### config.mk
export PLATFORM = sky130hd
export DESIGN_NAME = mcu_link_router
export DESIGN_NICKNAME = d
export VERILOG_FILES = /design/src/rtl/mcu_link_router.sv
export SDC_FILE = /design/constraint.sdc
export NUM_CORES = 1
export LEC_CHECK = 0
export CORE_UTILIZATION = 45
export CTS_CLUSTER_DIAMETER = 50
export CTS_CLUSTER_SIZE = 24
export DETAILED_ROUTE_END_ITERATION = 16
export GPL_TIMING_DRIVEN = 0
export PLACE_DENSITY = 0.78
export SETUP_SLACK_MARGIN = 0.15
export SLEW_MARGIN = 0
export SYNTH_ARGS = -nofsm -noshare
export SYNTH_HDL_FRONTEND = slang
export SYNTH_SLANG_ARGS = --single-unit
export TNS_END_PERCENT = 1
### constraint.sdc
create_clock -name clk -period 4.8 [get_ports clk]
set_input_delay 0.96 -clock clk [delete_from_list [all_inputs] [get_ports clk]]
set_output_delay 0.96 -clock clk [all_outputs]
set_load 0.02 [all_outputs]
### src/rtl/mcu_link_router.sv
// Routes MCU link frames to one of N_TGT byte targets chosen by the first byte.
// Latency: target strobes/data and out_data are registered, one cycle after the cause.
// No backpressure: every MCU byte is consumed; watchdog closes stalled frames.
module mcu_link_router #(
  parameter int          N_TGT       = 4,
  parameter int          TIMEOUT_CYC = 65535,
  parameter logic [7:0]  CFG_ID      = 8'hFE
) (
  input  logic                 clk,
  input  logic                 reset,
  input  logic                 in_strobe,
  input  logic                 in_start,
  input  logic [7:0]           in_data,
  output logic [7:0]           out_data,
  output logic [N_TGT-1:0]     tgt_strobe,
  output logic [N_TGT-1:0]     tgt_start,
  output logic [7:0]           tgt_data,
  input  logic [8*N_TGT-1:0]   tgt_dout,
  input  logic [N_TGT-1:0]     tgt_int,
  output logic                 int_out_n,
  output logic                 frame_active,
  output logic                 timeout_evt,
  output logic [7:0]           err_cnt
);

  localparam int SEL_W = (N_TGT > 1) ? $clog2(N_TGT) : 1;
  localparam int WD_W  = $clog2(TIMEOUT_CYC);

  typedef enum logic [2:0] {IDLE, HDR, ROUTE, CFG, DISCARD} state_t;

  state_t             state, state_nxt;
  logic [SEL_W-1:0]   sel, sel_nxt;
  logic [WD_W-1:0]    wd_cnt, wd_nxt;
  logic [7:0]         err_nxt;
  logic [N_TGT-1:0]   int_en, int_en_nxt;
  logic               cfg_done, cfg_done_nxt;
  logic               expire;

  logic [N_TGT-1:0]   strobe_nxt, start_nxt;
  logic [7:0]         data_nxt, out_nxt;
  logic [7:0]         dout_arr [N_TGT];

  // Unpack the flat reply bus so the selected target can be indexed directly
  always_comb begin
    for (int k = 0; k < N_TGT; k++) dout_arr[k] = tgt_dout[8*k +: 8];
  end

  // Register all state and the precomputed outputs
  always_ff @(posedge clk) begin
    if (reset) begin
      state       <= IDLE;
      sel         <= '0;
      wd_cnt      <= '0;
      err_cnt     <= 8'h00;
      int_en      <= '1;
      cfg_done    <= 1'b0;
      out_data    <= 8'h00;
      tgt_strobe  <= '0;
      tgt_start   <= '0;
      tgt_data    <= 8'h00;
      timeout_evt <= 1'b0;
    end else begin
      state       <= state_nxt;
      sel         <= sel_nxt;
      wd_cnt      <= wd_nxt;
      err_cnt     <= err_nxt;
      int_en      <= int_en_nxt;
      cfg_done    <= cfg_done_nxt;
      out_data    <= out_nxt;
      tgt_strobe  <= strobe_nxt;
      tgt_start   <= start_nxt;
      tgt_data    <= data_nxt;
      timeout_evt <= expire;
    end
  end

  // Next-state: frame decode, config capture, error count and watchdog
  always_comb begin
    state_nxt    = state;
    sel_nxt      = sel;
    err_nxt      = err_cnt;
    int_en_nxt   = int_en;
    cfg_done_nxt = cfg_done;
    // A byte arriving on the expiry cycle takes priority over the abort
    expire       = !in_strobe && (state != IDLE) && (wd_cnt == WD_W'(TIMEOUT_CYC - 1));
    wd_nxt       = (in_strobe || state == IDLE || expire) ? '0 : wd_cnt + 1'b1;

    if (in_strobe && in_start) begin
      cfg_done_nxt = 1'b0;
      if (int'(in_data) < N_TGT) begin
        state_nxt = HDR;
        sel_nxt   = in_data[SEL_W-1:0];
      end else if (in_data == CFG_ID) begin
        state_nxt = CFG;
      end else begin
        state_nxt = DISCARD;
        if (err_cnt != 8'hFF) err_nxt = err_cnt + 8'd1;
      end
    end else if (in_strobe) begin
      case (state)
        HDR: state_nxt = ROUTE;
        CFG: begin
          if (!cfg_done) int_en_nxt = in_data[N_TGT-1:0];
          cfg_done_nxt = 1'b1;
        end
        default: ;
      endcase
    end else if (expire) begin
      state_nxt = IDLE;
    end
  end

  // Outputs: target strobe/data for payload bytes and the reply byte by state
  always_comb begin
    strobe_nxt = '0;
    start_nxt  = '0;
    data_nxt   = 8'h00;
    if (in_strobe && !in_start && (state == HDR || state == ROUTE)) begin
      for (int k = 0; k < N_TGT; k++) strobe_nxt[k] = (sel == SEL_W'(k));
      start_nxt = (state == HDR) ? strobe_nxt : '0;
      data_nxt  = in_data;
    end
    case (state)
      HDR, CFG: out_nxt = 8'(tgt_int & int_en);
      ROUTE:    out_nxt = dout_arr[sel];
      DISCARD:  out_nxt = 8'hFF;
      default:  out_nxt = 8'h00;
    endcase
  end

  assign int_out_n    = ~|(tgt_int & int_en);
  assign frame_active = (state != IDLE);

endmodule

==> results.yml, run 1 <==
timing:
  rsz0062_at_grt: "false"
  fin_skew_ns: 0.00906
  relSlewSlack_pct: 64.4
  setup_viol: 0
  fin_crit_ns: 3.57
  timing.hold.ws_ns: 0.490
  min_period_over_period_pct: 74.5
  fin_setup_tns_ns: 0
  fmax_mhz: 280
  worst_pin_slew_ns: 0.529
  hold_viol: 0
  drv_slew: 0
global_route:
  grt_max_degree: 11
  grt_pass1_vias: 2354
  grt_pass1_wl_um: 10500
  antenna_found_initial: 0
  track_usage_pct: 22.3
  grt-ovfl-total: 0
setup_path:
  reg2reg_from: "wd_cnt[5]"
  cpMostUsedCell: "clkdlybuf4s50_1"
  cp_max_fo: 2
  slowest_delay_ns: 0.69
  slowest_stage: "clkdlybuf4s50_1"
  r2r-end: "wd_cnt[12]"
  critPathRequiredTime_ns: 3.84
  path_cells: "clkdlybuf4s50_1 > a22o_1 > a221oi_1 > clkdlybuf4s50_1"
  cp.arrival_ns: 2.61
  ff2ff_path_depth: 6
  crit_type: "input pin to output port"
  r2r_slack_ns: 3.04
  cp-start-kind: "input pin"
  end_kind: "output port"
layout:
  area_growth_pct: 42.0
  design_area_um2: 3700
  nets: 419
  final_layout_size_suffix_gt1_share_pct: 12.1
  fillers: 471
  diodes: 0
hold_path:
  hp-class: "flop to flop"
  min_from: "wd_cnt[0]"
  whs_endpoint: "wd_cnt[0]"
  whs_path_depth: 1
detailed_routing:
  num_vias: 2368
  drt_pass1_iterations: 4
  wl_per_cell_um: 14.2
  ant_nets: 0
  wl_um: 6310
  drt_iter0_markers: 99
  drc: 0
  via_per_inst: 5.32
synthesis:
  synth-async-reset-ratio_pct: 0
  ys.flop_type: "dfxtp_1"
  synth.most_common_cell: "dfxtp_1"
  synth_fa_ha_area_share_pct: 1.44
  synth_top_family_by_area: "simple AND/OR/NAND/NOR gates"
  synth.distinct_cells: 49
  netlist_top_cells_area: "dfxtp_1 (45%), mux4_2 (6.9%), nor2_1 (6.5%), a21oi_1 (3.3%), xor2_1 (3.0%)"
  synth.area.mux_share_pct: 7.87
  yosys.area_share.simple_pct: 27.3
  syn_nets: 327
  synth_compound_area_share_pct: 9.40
  synth_top_area_share_pct: 45.3
  synth_edf_count: 0
  synth_top_area_cell: "dfxtp_1"
  synth_commonest_cells: "dfxtp_1 (59), nor2_1 (45), a21oi_1 (17)"
  seq_area_frac_synth_pct: 45.3
  syn-instance-count: 276
  synthXorXnorAreaFrac_pct: 5.37
  ys_ff_latch: 59
  synth.cell_area_um2: 2610
  syn_area_per_cell_um2: 9.45
  yosys_warnings: 0
pwr:
  p_per_area_nw_per_um2: 283
  cellLeakagePower_nw: 1.32
  peakVddDrop_mv: 0.149
clocking:
  cts_buffer_depth: 2
  cts_resized: 0
  cts_root_buf: "clkbuf_8"
  clock_latency_ns: 0.33
  clkSlewWorstSetupHoldPaths_ns: 0.07
  cts_tree: "done"
  ctsHoldBuffers: 0
  cts_made_buffers: 9
  cts_sinks: 59
  h-tree-depth: 3
  post_cts_buffers: 0
die:
  die-area_um2: 6100
  rows: 27
  die_y_um: 78.1
  coreArea_um2: 5540
  die_x_um: 78.1
  initial_core_util_pct: 47.1
  ios: 83
placed_design:
  place_congestion: 0.875
  place.port_buffers: 81
  placed_area_um2: 3510
  hpwl_um: 4730
job:
  cap_violations: 0
status:
  status: "completed"
-- power by group --
group          switching, mW  leakage, nW  total, mW  internal (mW)
sequential           0.00367        0.477      0.500          0.496
clock                  0.190       0.0991      0.442          0.251
combinational         0.0446        0.747      0.105         0.0603
total                  0.239         1.32       1.05          0.807
-- area by class of cell --
cell class	count	area [um^2]	share of cell area (%)
multi-input cells	197	1340	36.2
flip-flops and latches	59	1180	31.9
well taps	72	90.1	2.43
clock inverters	5	52.6	1.42
inverters	6	22.5	0.608
repair buffers	81	811	21.9
clock buffers	11	141	3.82
plain buffers	14	65.1	1.76
-- worst max path at each step --
stage	to	cells after the start	startpoint
2_1_floorplan	int_out_n	2	tgt_int[3]
3_3_place_gp	int_out_n	4	tgt_int[3]
3_5_place_dp	int_out_n	4	tgt_int[3]
4_1_cts	int_out_n	4	tgt_int[3]
5_1_grt	int_out_n	4	tgt_int[3]
6_report	int_out_n	4	tgt_int[3]
-- flip-flops by register name, summed over array words and instances (netlist names) --
name	count
cfg_done	1
state	3
tgt_data	8
sel	2
timeout_evt	1
int_en	4
out_data	8
wd_cnt	16
tgt_start	4
err_cnt	8
tgt_strobe	4
-- layout by cell type (no fill, tap or decap), types with 3 or more instances in the layout --
cell type,n
clkdlybuf4s50_1,81
and3_1,4
and2_1,6
o21ai_0,4
nor3_1,8
dfxtp_1,59
ha_1,3
a211o_1,4
clkinv_2,3
buf_2,7
a21oi_1,17
a31oi_1,5
nand3_1,13
nor3b_2,3
nor4_1,4
nand2_1,15
xnor2_1,7
nor2b_1,3
clkbuf_8,10
or3_1,3
nor2_1,45
clkbuf_1,7
xor2_1,9
nand4_1,7
inv_1,6
mux4_2,8
-- per-stage QoR --
step	cells	worst slack [ns]	total power, mW	util, %
detailed placement	429	1.27	0.614	63.3
global placement	429	1.28	0.612	63.3
floorplan	276	2.11	0.553	-
global route	445	1.18	1.09	66.8
finish	445	1.23	1.05	66.8
CTS	445	1.25	1.05	66.8
-- critical path, delay by kind of cell --
kind                   cells  cell delay [ns]
buffers and inverters      2             1.11
AO/OA/AOI/OAI              2             0.55
-- per-layer routing --
metal	vias to the layer above	share of wire, %	GRT usage, %
met1	1106	41	24.3
li1	1165	-	-
met4	0	2.2	11.1
met5	-	0	0
met2	82	51	39.5
met3	15	6.1	6.05
-- cells by family after synthesis --
group / Yosys count
mux: 10
flops: 59
buf+inv: 20
simple gates: 129
fa+ha+maj: 3
compound gates: 39
xor+xnor: 16
No activity file was read; power rests on OpenSTA's default activity.
==> inputs of run 2 (changes only) <==
- CORE_UTILIZATION: 45 -> 42
- PLACE_DENSITY: 0.78 -> 0.77
- clock period: 4.8 -> 2.9 ns (I/O delays scaled with it)
==> run 2 against run 1 <==
Compared with the run above:
- worst setup slack got worse by 0.68 ns
- sequential power increased by 65%
- non-clock buffer count unchanged
- sequential share of layout area decreased by 0.32 points
- via count decreased by 0.68%
- global-route usage decreased by 2.1 points
- flip-flop and latch count unchanged
- routed wire length decreased by 4.2%
- first-iteration DRC count decreased by 3.0%
- clock power increased by 90%
==> results.yml, run 2 (synthesis gave the netlist of run 1 again) <==
timing:
  min_period_over_period_pct: 81.3
  setup_viol: 0
  relSlewSlack_pct: 63.4
  fmax_mhz: 424
  drv_slew: 0
  hold_viol: 0
  fin_skew_ns: 0.00582
  worst_pin_slew_ns: 0.544
  fin_crit_ns: 2.36
  rsz0062_at_grt: "false"
  fin_setup_tns_ns: 0
setup_path:
  cp_max_fo: 9
  critPathRequiredTime_ns: 2.32
  cp-start-kind: "flop"
  end_kind: "output port"
  cp.arrival_ns: 1.78
  crit_type: "flop to output port"
placed_design:
  placed_area_um2: 3510
  hpwl_um: 4510
  place_congestion: 0.765
  place.port_buffers: 81
global_route:
  grt_pass1_vias: 2311
  track_usage_pct: 20.2
  grt_pass1_wl_um: 9950
  grt-ovfl-total: 0
  antenna_found_initial: 0
  grt_max_degree: 13
hold_path:
  hp-class: "flop to flop"
pwr:
  peakVddDrop_mv: 0.393
  p_per_area_nw_per_um2: 491
  cellLeakagePower_nw: 1.35
detailed_routing:
  drt_pass1_iterations: 4
  num_vias: 2352
  via_per_inst: 5.25
  drt_iter0_markers: 96
  drc: 0
  wl_um: 6040
  ant_nets: 0
  wl_per_cell_um: 13.5
layout:
  area_growth_pct: 43.4
  nets: 419
  largest_reg_flops: 16
  final_common_cell: "clkdlybuf4s50_1"
  final_layout_size_suffix_gt1_share_pct: 12.3
  largest-register: "wd_cnt"
  fillers: 530
  final_cell_mix: "clkdlybuf4s50_1 (80), dfxtp_1 (59), nor2_1 (45)"
  diodes: 0
  design_area_um2: 3740
die:
  rows: 28
  coreArea_um2: 5960
  initial_core_util_pct: 43.8
  die-area_um2: 6530
  die_x_um: 80.8
  die_y_um: 80.8
  ios: 83
status:
  status: "completed"
job:
  cap_violations: 0
clocking:
  cts_tree: "done"
  cts_made_buffers: 9
  clkSlewWorstSetupHoldPaths_ns: 0.07
  cts_sinks: 59
  post_cts_buffers: 0
  clock_latency_ns: 0.34
  h-tree-depth: 3
  cts_root_buf: "clkbuf_8"
  cts_buffer_depth: 2
## run 2: cell types whose count changed in the layout (fill, tap and decap cells not counted)
cell | before | now
clkdlybuf4s50_1 | 81 | 80
dlymetal6s2s_1 | 0 | 1
bufinv_16 | 1 | 2
clkinv_4 | 0 | 2
clkinvlp_4 | 1 | 2
clkinv_2 | 3 | 0
clkbuf_8 | 10 | 9
inv_6 | 0 | 1
clkbuf_1 | 7 | 6
## run 2: worst max-delay path, cell delays in order, from the launching register on
cell and delay (ns):
dfxtp_1 0.30, clkbuf_1 0.19, or3_1 0.40, clkdlybuf4s50_1 0.56
## run 2: final timing paths
kind,slack [ns],cells after the start,end,startpoint
setup / recovery,0.54,3,frame_active,state[2]
hold / removal,0.51,2,err_cnt[7],err_cnt[7]
setup reg to reg,1.14,6,wd_cnt[10],wd_cnt[5]
hold reg to reg,0.51,2,err_cnt[7],err_cnt[7]
## run 2: what timing repair did
action,CTS,global route
hold buffers,0,0
endpoints found under the hold margin,0,0
endpoints found under the setup margin,0,1
resized for setup,0,1
## run 2: power breakdown
group | switching [mW] | internal, mW
sequential | 0.00613 | 0.820
combinational | 0.0707 | 0.0995
clock | 0.350 | 0.489
total | 0.427 | 1.41
## run 2: routing by layer
metal,global-route usage [%],routed length (um)
met1,21.2,2470
met5,0,0
met2,35.7,3010
met4,7.68,93
met3,8.54,470
## run 2: final cells by class
class | instances | area, um^2 | share of cell area (%)
repair buffers | 81 | 813 | 21.7
flip-flops and latches | 59 | 1180 | 31.6
inverters | 6 | 22.5 | 0.602
clock buffers | 9 | 124 | 3.31
clock inverters | 7 | 101 | 2.71
well taps | 75 | 93.8 | 2.51
multi-input cells | 197 | 1340 | 35.8
plain buffers | 14 | 65.1 | 1.74
## run 2: per-stage QoR
stage / hold slack (ns) / power [mW] / std cells / setup WS, ns / util (%)
6_report: 0.506 / 1.84 / 448 / 0.541 / 62.8
2_1_floorplan: 0.453 / 0.915 / 276 / 0.974 / -
3_5_place_dp: 0.487 / 1.01 / 432 / 0.159 / 59.0
4_1_cts: 0.505 / 1.85 / 448 / 0.159 / 62.8
3_3_place_gp: 0.479 / 1.01 / 432 / 0.171 / 59.0
5_1_grt: 0.531 / 1.89 / 448 / 0.464 / 62.8
